--- config.mk ---
export PLATFORM = sky130hd
export DESIGN_NAME = seg_write_arb
export DESIGN_NICKNAME = d
export VERILOG_FILES = /design/src/rtl/seg_write_arb_pkg.sv /design/src/rtl/seg_inhibit_cnt.sv /design/src/rtl/seg_write_arb.sv
export SDC_FILE = /design/constraint.sdc
export NUM_CORES = 1
export LEC_CHECK = 0
export ABC_AREA = 1
export CAP_MARGIN = 30
export CELL_PAD_IN_SITES_DETAIL_PLACEMENT = 1
export CELL_PAD_IN_SITES_GLOBAL_PLACEMENT = 2
export CORE_MARGIN = 4
export CORE_UTILIZATION = 20
export CTS_CLUSTER_SIZE = 20
export DETAILED_ROUTE_END_ITERATION = 8
export PLACE_DENSITY = 0.84
export SLEW_MARGIN = 20
export SYNTH_ARGS = -nofsm -noshare
export SYNTH_HDL_FRONTEND = slang
export SYNTH_SLANG_ARGS = --single-unit
--- constraint.sdc ---
create_clock -name CLK -period 3.3 [get_ports CLK]
set_input_delay 0.495 -clock CLK [delete_from_list [all_inputs] [get_ports CLK]]
set_output_delay 0.495 -clock CLK [all_outputs]
set_load 0.005 [all_outputs]
--- src/rtl/seg_write_arb_pkg.sv ---
// Shared processor definitions: segment-register encodings and the write arbiter states.
package seg_write_arb_pkg;

    localparam int unsigned DATA_W = 16;
    localparam int unsigned SEG_W  = 2;
    localparam int unsigned INH_W  = 2;

    typedef enum logic [SEG_W-1:0] {
        SEG_ES = 2'b00,
        SEG_CS = 2'b01,
        SEG_SS = 2'b10,
        SEG_DS = 2'b11
    } seg_e;

    typedef enum logic [1:0] {
        ST_IDLE   = 2'b00,
        ST_WRITE  = 2'b01,
        ST_LOCKED = 2'b10
    } state_e;

endpackage

--- src/rtl/seg_inhibit_cnt.sv ---
// Interrupt-inhibit window after an SS write, counted in instruction boundaries.
module seg_inhibit_cnt
    import seg_write_arb_pkg::*;
#(
    parameter int unsigned INHIBIT_CNT = 1
) (
    input  logic clk,
    input  logic rst,
    input  logic load,
    input  logic dec,
    output logic inhibit
);

    logic [INH_W-1:0] cnt;

    // A reload always wins over a decrement in the same cycle.
    always_ff @(posedge clk) begin
        if (rst) begin
            cnt <= '0;
        end else if (load) begin
            cnt <= INH_W'(INHIBIT_CNT);
        end else if (dec && (cnt != '0)) begin
            cnt <= cnt - INH_W'(1);
        end
    end

    assign inhibit = (cnt != '0);

endmodule

--- src/rtl/seg_write_arb.sv ---
// Round-robin arbiter between execution-unit and sequencer segment-register writes,
// with bus locking for far loads and an SS interrupt-inhibit window.
module seg_write_arb
    import seg_write_arb_pkg::*;
#(
    parameter int unsigned INHIBIT_CNT = 1
) (
    input  logic              CLK,
    input  logic              RST,
    input  logic              REQA_VALID,
    input  logic [SEG_W-1:0]  REQA_SEG,
    input  logic [DATA_W-1:0] REQA_DATA,
    output logic              REQA_READY,
    input  logic              REQB_VALID,
    input  logic [SEG_W-1:0]  REQB_SEG,
    input  logic [DATA_W-1:0] REQB_DATA,
    input  logic              REQB_LOCK,
    output logic              REQB_READY,
    input  logic              INSTR_DONE,
    output logic              ENA_ES,
    output logic              ENA_CS,
    output logic              ENA_SS,
    output logic              ENA_DS,
    output logic [DATA_W-1:0] D_SEG,
    output logic              FLUSH_Q,
    output logic              INT_INHIBIT
);

    state_e            state;
    logic              last_b;
    logic              lock_q;
    logic [3:0]        ena_q;
    logic              grant_a;
    logic              grant_b;
    logic              hs;
    seg_e              hs_seg;
    logic [DATA_W-1:0] hs_data;

    // Grants depend only on state, last grant and the two valids.
    always_comb begin
        grant_a = 1'b0;
        grant_b = 1'b0;
        case (state)
            ST_IDLE: begin
                if (REQA_VALID && (!REQB_VALID || last_b)) begin
                    grant_a = 1'b1;
                end else begin
                    grant_b = REQB_VALID;
                end
            end
            ST_LOCKED: grant_b = REQB_VALID;
            default: begin
                grant_a = 1'b0;
                grant_b = 1'b0;
            end
        endcase
    end

    assign REQA_READY = grant_a;
    assign REQB_READY = grant_b;
    assign hs         = grant_a | grant_b;
    assign hs_seg     = seg_e'(grant_a ? REQA_SEG : REQB_SEG);
    assign hs_data    = grant_a ? REQA_DATA : REQB_DATA;

    always_ff @(posedge CLK) begin
        if (RST) begin
            state   <= ST_IDLE;
            last_b  <= 1'b1;
            lock_q  <= 1'b0;
            ena_q   <= '0;
            FLUSH_Q <= 1'b0;
            D_SEG   <= '0;
        end else begin
            ena_q   <= '0;
            FLUSH_Q <= 1'b0;
            case (state)
                ST_IDLE, ST_LOCKED: begin
                    if (hs) begin
                        state   <= ST_WRITE;
                        D_SEG   <= hs_data;
                        ena_q   <= 4'(4'b0001 << hs_seg);
                        FLUSH_Q <= (hs_seg == SEG_CS);
                        last_b  <= grant_b;
                        lock_q  <= grant_b & REQB_LOCK;
                    end
                end
                ST_WRITE: state <= lock_q ? ST_LOCKED : ST_IDLE;
                default:  state <= ST_IDLE;
            endcase
        end
    end

    assign ENA_ES = ena_q[0];
    assign ENA_CS = ena_q[1];
    assign ENA_SS = ena_q[2];
    assign ENA_DS = ena_q[3];

    seg_inhibit_cnt #(
        .INHIBIT_CNT(INHIBIT_CNT)
    ) u_inhibit (
        .clk     (CLK),
        .rst     (RST),
        .load    (hs && (hs_seg == SEG_SS)),
        .dec     (INSTR_DONE && !ENA_SS),
        .inhibit (INT_INHIBIT)
    );

endmodule

==> results of run 1 <==
[sequential cells by signal (all words and copies together), names as in the netlist]
signal / flops
u_inhibit.cnt: 2
ena_q: 4
state: 2
FLUSH_Q: 1
last_b: 1
D_SEG: 16
lock_q: 1
[cell type report]
| class | instances | area, sq um | area share, % |
|---|---|---|---|
| timing repair buffer | 67 | 666 | 32.9 |
| inverter | 16 | 60.1 | 2.97 |
| tap | 75 | 93.8 | 4.64 |
| clock inverter | 1 | 7.51 | 0.371 |
| clock buffer | 3 | 41.3 | 2.04 |
| sequential | 27 | 541 | 26.7 |
| multi-input combinational | 140 | 614 | 30.4 |
[layout by cell type (no fill, tap or decap), types with 2 or more instances in the layout]
master           netlist  final
inv_1                 14     14
nor2_1                39     39
dfxtp_1               27     27
o21ai_0               16     16
nand2_2                2      2
clkbuf_8               0      3
o211ai_1               2      2
buf_4                  0      2
nand4_1                4      4
a21oi_1                3      3
nand2_1               64     64
clkdlybuf4s50_1        0     65
inv_2                  2      2
nand3_1                6      6
[worst max path at each step]
| stage | startpoint | to | slack (ns) | depth (start not counted) |
|---|---|---|---|---|
| 2_1_floorplan | REQB_VALID | REQA_READY | 1.86 | 4 |
| 3_3_place_gp | REQB_VALID | REQB_READY | 0.83 | 6 |
| 3_5_place_dp | REQB_VALID | REQB_READY | 0.79 | 6 |
| 4_1_cts | REQB_VALID | REQB_READY | 0.79 | 6 |
| 5_1_grt | REQB_VALID | REQB_READY | 0.72 | 6 |
| 6_report | REQB_VALID | REQB_READY | 0.80 | 6 |
[stage by stage]
| stage | power (uW) | cell area [sq um] | worst slack, ns | instances |
|---|---|---|---|---|
| 6_report | 820 | 2020 | 0.799 | 329 |
| 5_1_grt | 883 | 2020 | 0.719 | 329 |
| 4_1_cts | 836 | 2020 | 0.788 | 329 |
| 3_5_place_dp | 639 | 1970 | 0.786 | 325 |
| 3_3_place_gp | 634 | 1970 | 0.831 | 325 |
| 2_1_floorplan | 497 | 1260 | 1.86 | 189 |
[metal layers]
layer,vias to the layer above,share of wire [%],routed length (um),global-route usage [%]
li1,716,-,-,-
met1,582,45,1730,13.3
met2,33,48,1860,17.5
met3,2,6.5,252,2.27
met4,0,0.75,29,2.51
met5,-,0,0,0
[power by group through the flow]
stage | Combinational (uW) | Sequential [uW] | Clock (uW)
6_report | 251 | 373 | 196
2_1_floorplan | 115 | 382 | 0
3_5_place_dp | 259 | 381 | 0
5_1_grt | 286 | 377 | 219
4_1_cts | 259 | 374 | 204
3_3_place_gp | 254 | 380 | 0
[synth_stat cells, types with 2 or more instances]
cell / instances / area (sq um)
nand2_1: 64 / 240
a21oi_1: 3 / 15.0
buf_6: 2 / 22.5
inv_1: 14 / 52.6
o21ai_0: 16 / 80.1
buf_2: 3 / 15.0
nand3_1: 6 / 30.0
nand2_2: 2 / 12.5
nor2_1: 39 / 146
dfxtp_1: 27 / 541
o211ai_1: 2 / 15.0
inv_2: 2 / 7.51
nand4_1: 4 / 25.0
[worst reg2reg max path: cells and delay by family, from the launching register on]
family | cells | cell delay [ns]
buffers and inverters | 1 | 0.24
DFF | 1 | 0.36
and+or+nand+nor | 5 | 0.87
[kinds of logic after synthesis]
group | after synthesis | share of synthesized area (%)
adders and majority gates | 1 | 0.996
and+or+nand+nor | 117 | 38.4
DFF | 27 | 43.0
buffers and inverters | 22 | 8.07
AOI/OAI and AO/OA | 22 | 9.46
==> results by group, run 1 <==
Place
  • Final GP Congestion: 0.733
  • HPWL after DPL: 2.96 mm
  • Number of port buffers: 65

GRT
  • Initial antenna violation count: 0
  • Gr usage total: 10.3%
  • Grt total ovfl: 0
  • First-pass GRT wire length: 6.30 mm
  • Pin count of the biggest net entering global routing: 20
  • Vias in the first global route: 1,307

Logic synthesis
  • Ys flop type: dfxtp_1
  • Post-synthesis sequential area ratio: 43.0%
  • #FFs+latches synth: 27
  • YS warnings: 0
  • Post-synthesis cell area: 1260 sq um
  • Synthesized instance count: 189
  • Syn Area/Cell: 6.65 sq um
  • Post-synth EDFFs: 0
  • Cell variety after synth: 18
  • Synth async-reset ratio: 0%
  • Mapped Nets: 232

Final layout
  • Synthesis-to-finish area growth: 61.1%
  • ANT cells: 0
  • Nets: 298
  • Layout cells sized above 1: 5.12%
  • Fill count: 758
  • Finished Core Util: 33.8%

Worst setup path
  • R2r worst-path depth: 6
  • Worst Path Required: 2.80 ns
  • Crit Reg-Reg Endpoint: D_SEG[6]
  • Register-to-register setup slack: 1.73 ns
  • Slowest cell on the critical path: clkdlybuf4s50_1
  • Worst Setup End Kind: primary output
  • Crit path largest cell delay: 0.55 ns
  • Buf+Inv Stages, Crit Path: 3
  • Worst r2r src: state[0]
  • CP max FO: 4
  • Worst setup SP type: input pin
  • WP data arrival: 2.01 ns
  • WS Path Type: in -> out
  • Worst-path cell chain: clkdlybuf4s50_1 -> nand2_2 -> nand3_1 -> nand3_1 -> inv_1 -> clkdlybuf4s50_1
  • Kind of cell adding the most delay to the critical path: buffers and inverters

STA
  • Worst-Margin Slew: 0.554 ns
  • Skew final: 0.00902 ns
  • Min Tclk post-route: 2.50 ns
  • Endpoints failing setup: 0
  • Hold Slack: 0.473 ns
  • Max frequency: 400 MHz
  • Slew headroom: 63.0%
  • Final period util: 75.8%
  • Final Hold Viols: 0
  • RSZ-0062 raised after global routing: false
  • Final Max Tran Viols: 0
  • Sum Neg Setup Slack: 0 ns

Power
  • Clk network pwr share: 23.9%
  • Sw Ratio: 29.2%
  • Cell Pwr Density: 405 nW/um^2
  • Flop pwr share: 45.5%
  • Pint: 581 uW
  • Logic pwr share: 30.7%
  • Max VDD drop: 0.000178 V
  • P_sw: 239 uW
  • LEAKAGE: 0.000905 uW

Routing
  • Via count: 1,333
  • DR WL/cell: 11.8 um
  • Post-detailed-routing wire length: 3.87 mm
  • 1st-pass router iterations: 3
  • Post-DRT Antenna Nets: 0
  • DRC viols: 0
  • DR iter-0 viols: 37
  • DR vias/cell: 4.05

Floorplanning
  • Starting Density: 21.0%
  • Die Y: 87.3 um
  • Cell row count: 28
  • I/O Pins: 66
  • Core area: 5990 sq um
  • DIE AREA: 7610 sq um
  • Chip width: 87.3 um

Clock tree
  • CTS resizes: 0
  • Clock buffer depth: 2
  • Worst-path clk slew: 0.10 ns
  • CTS tree: yes
  • Number of buffers created by CTS: 3
  • CTS HTree Levels: 1
  • Num Clock Sinks: 27
  • Post-CTS Setup Inserts: 0
  • Worst skew pair latency: 0.27 ns
  • Post-cts hold buffer count: 0
  • CTS root buffer: clkbuf_8

Hold path
  • Hold crit path type: reg -> reg
  • Hold path endpoint: lock_q
  • Worst Hold Launch: lock_q
  • Hold Path Depth: 2

Outcome
  • Status: finished clean

Flow run
  • Max-cap check violation count: 0
Note: power is estimated with default switching activity, not from simulation.
==> run 2, diff against run 1 <==
--- a/config.mk
+++ b/config.mk
@@ -10,10 +10,10 @@
 export CELL_PAD_IN_SITES_DETAIL_PLACEMENT = 1
 export CELL_PAD_IN_SITES_GLOBAL_PLACEMENT = 2
 export CORE_MARGIN = 4
-export CORE_UTILIZATION = 20
+export CORE_UTILIZATION = 19
 export CTS_CLUSTER_SIZE = 20
 export DETAILED_ROUTE_END_ITERATION = 8
-export PLACE_DENSITY = 0.84
+export PLACE_DENSITY = 0.8
 export SLEW_MARGIN = 20
 export SYNTH_ARGS = -nofsm -noshare
 export SYNTH_HDL_FRONTEND = slang
==> constraint.sdc (replaced) <==
create_clock -name CLK -period 2.6 [get_ports CLK]
set_input_delay 0.39 -clock CLK [delete_from_list [all_inputs] [get_ports CLK]]
set_output_delay 0.39 -clock CLK [all_outputs]
set_load 0.005 [all_outputs]
==> results by group, run 2 (synthesis results as in run 1) <==
Floorplanning
  • Die Y: 89.3 um (was 87.3 um)
  • DIE AREA: 7980 sq um (was 7610 sq um)
  • Cell row count: 29 (was 28)
  • Chip width: 89.3 um (was 87.3 um)
  • Starting Density: 19.7% (was 21.0%)
  • I/O Pins: 66 (unchanged)
  • Core area: 6390 sq um (was 5990 sq um)

GRT
  • Initial antenna violation count: 0 (unchanged)
  • Gr usage total: 10.1% (was 10.3%)
  • Pin count of the biggest net entering global routing: 20 (unchanged)
  • First-pass GRT wire length: 6.17 mm (was 6.30 mm)
  • Grt total ovfl: 0 (unchanged)
  • Vias in the first global route: 1,287 (was 1,307)

STA
  • RSZ-0062 raised after global routing: false (unchanged)
  • Final Hold Viols: 0 (unchanged)
  • PnR worst setup slack: 0.330 ns (was 0.799 ns)
  • Final period util: 87.3%
  • Slew headroom: 62.9% (was 63.0%)
  • Min Tclk post-route: 2.27 ns
  • Worst-Margin Slew: 0.555 ns (was 0.554 ns)
  • Skew final: 0.00530 ns (was 0.00902 ns)
  • Sum Neg Setup Slack: 0 ns (unchanged)
  • Max frequency: 441 MHz
  • Endpoints failing setup: 0 (unchanged)
  • Final Max Tran Viols: 0 (unchanged)

Clock tree
  • Number of buffers created by CTS: 3 (unchanged)
  • Clock buffer depth: 2 (unchanged)
  • Post-CTS Setup Inserts: 0 (unchanged)
  • CTS resizes: 0 (unchanged)
  • Num Clock Sinks: 27 (unchanged)
  • Post-cts hold buffer count: 0 (unchanged)
  • CTS tree: yes (unchanged)
  • Worst-path clk slew: 0.10 ns (about the same)
  • CTS root buffer: clkbuf_8 (unchanged)
  • Worst skew pair latency: 0.27 ns (about the same)
  • CTS HTree Levels: 1 (unchanged)

Final layout
  • Synthesis-to-finish area growth: 61.0% (was 61.1%)
  • Largest register by flop count: D_SEG (unchanged)
  • ANT cells: 0 (unchanged)
  • Layout cells sized above 1: 4.72% (was 5.12%)
  • Nets: 298 (unchanged)
  • Most common cell after layout, fill and taps aside: clkdlybuf4s50_1 (unchanged)
  • Most frequent cells in the layout: clkdlybuf4s50_1, nand2_1, nor2_1 (unchanged)
  • Registers with the most flip-flops: D_SEG (16), ena_q (4) (unchanged)
  • Fin area: 2020 sq um (about the same)
  • Largest register FFs: 16 (unchanged)

Worst setup path
  • Critical path startpoint: REQB_VALID (unchanged)
  • Slowest cell on the critical path: clkdlybuf4s50_1 (unchanged)
  • CP max FO: 4 (unchanged)
  • Worst Path Required: 2.21 ns (was 2.80 ns)
  • WP data arrival: 1.88 ns (was 2.01 ns)
  • Worst-path cell chain: clkdlybuf4s50_1 -> nand2_2 -> nand3_1 -> nand3_1 -> inv_1 -> clkdlybuf4s50_1 (unchanged)
  • Worst setup SP type: input pin (unchanged)
  • Crit path largest cell delay: 0.54 ns (was 0.55 ns)
  • Worst Setup End Kind: primary output (unchanged)
  • Worst r2r src: state[0] (unchanged)
  • WS Path Type: in -> out (unchanged)

Routing
  • Post-DRT Antenna Nets: 0 (unchanged)
  • Post-detailed-routing wire length: 4.00 mm (was 3.87 mm)
  • Via count: 1,335 (was 1,333)
  • DR WL/cell: 12.1 um (was 11.8 um)
  • DR vias/cell: 4.03 (was 4.05)
  • DR iter-0 viols: 14 (was 37)
  • DRC viols: 0 (unchanged)
  • 1st-pass router iterations: 4 (was 3)

Outcome
  • Status: finished clean (unchanged)

Place
  • Worst slack, placed: 0.308 ns (was 0.786 ns)
  • Final GP Congestion: 0.783 (was 0.733)
  • Placed inst area: 1980 sq um (was 1970 sq um)
  • Number of port buffers: 65 (unchanged)
  • HPWL after DPL: 3.08 mm (was 2.96 mm)

Hold path
  • Hold crit path type: reg -> reg (unchanged)
  • Worst Hold Launch: lock_q (unchanged)

Power
  • Clk network pwr share: 23.2% (was 23.9%)
  • Pint: 739 uW (was 581 uW)
  • Cell Pwr Density: 512 nW/um^2 (was 405 nW/um^2)
  • Flop pwr share: 45.8% (was 45.5%)
  • Sw Ratio: 28.6% (was 29.2%)
  • LEAKAGE: 0.000906 uW (was 0.000905 uW)
  • Max VDD drop: 0.000191 V (was 0.000178 V)
  • Logic pwr share: 31.0% (was 30.7%)
  • P_sw: 296 uW (was 239 uW)

Flow run
  • Max-cap check violation count: 0 (unchanged)
[run 2: path summary, 6_finish.rpt]
kind	endpoint	slack (ns)	cells past startpoint
worst min-delay path	lock_q	0.49	2
worst min register to register	lock_q	0.49	2
worst max register to register	D_SEG[9]	1.02	6
worst max-delay path	REQB_READY	0.33	6
[run 2: cell type report]
type | count | area, sq um
fill | 804 | 4360
timing repair buffer | 67 | 666
multi-input combinational | 140 | 614
sequential | 27 | 541
tap | 77 | 96.3
inverter | 16 | 60.1
clock buffer | 4 | 45.0
[run 2: power groups by stage]
stage          logic, uW  registers, uW  clock network (uW)
6_report             321            474                 240
5_1_grt              364            479                 268
4_1_cts              330            475                 255
3_5_place_dp         329            484                   0
3_3_place_gp         325            483                   0
2_1_floorplan        146            485                   0
[run 2: routing by layer]
layer	global-route usage, %	part of all wire [%]	vias up
met5	0	0	-
met4	2.84	1.0	0
met3	1.84	4.4	2
met2	18.6	52	30
met1	11.9	42	589
li1	-	-	714
[run 2: critical path, delay by kind of cell]
kind	cells	cell delay (ns)
AND/OR/NAND/NOR	3	0.36
buffers and inverters	3	1.12
[run 2: stage by stage]
step / utilization [%] / std cells / hold WS [ns] / power, uW
after global placement: 31.0 / 327 / 0.453 / 808
after CTS: 31.7 / 331 / 0.495 / 1060
final: 31.7 / 331 / 0.491 / 1030
after global routing: 31.7 / 331 / 0.527 / 1110
after detailed placement: 31.0 / 327 / 0.479 / 813
after floorplan: - / 189 / 0.434 / 631
==> run 3, diff against run 2 <==
--- a/config.mk
+++ b/config.mk
@@ -13,6 +13,7 @@
 export CORE_UTILIZATION = 19
 export CTS_CLUSTER_SIZE = 20
 export DETAILED_ROUTE_END_ITERATION = 8
+export HOLD_SLACK_MARGIN = 0.1
 export PLACE_DENSITY = 0.8
 export SLEW_MARGIN = 20
 export SYNTH_ARGS = -nofsm -noshare
==> results of run 3 <==
No change in the layout: final DEF, timing and power equal those of run 2.
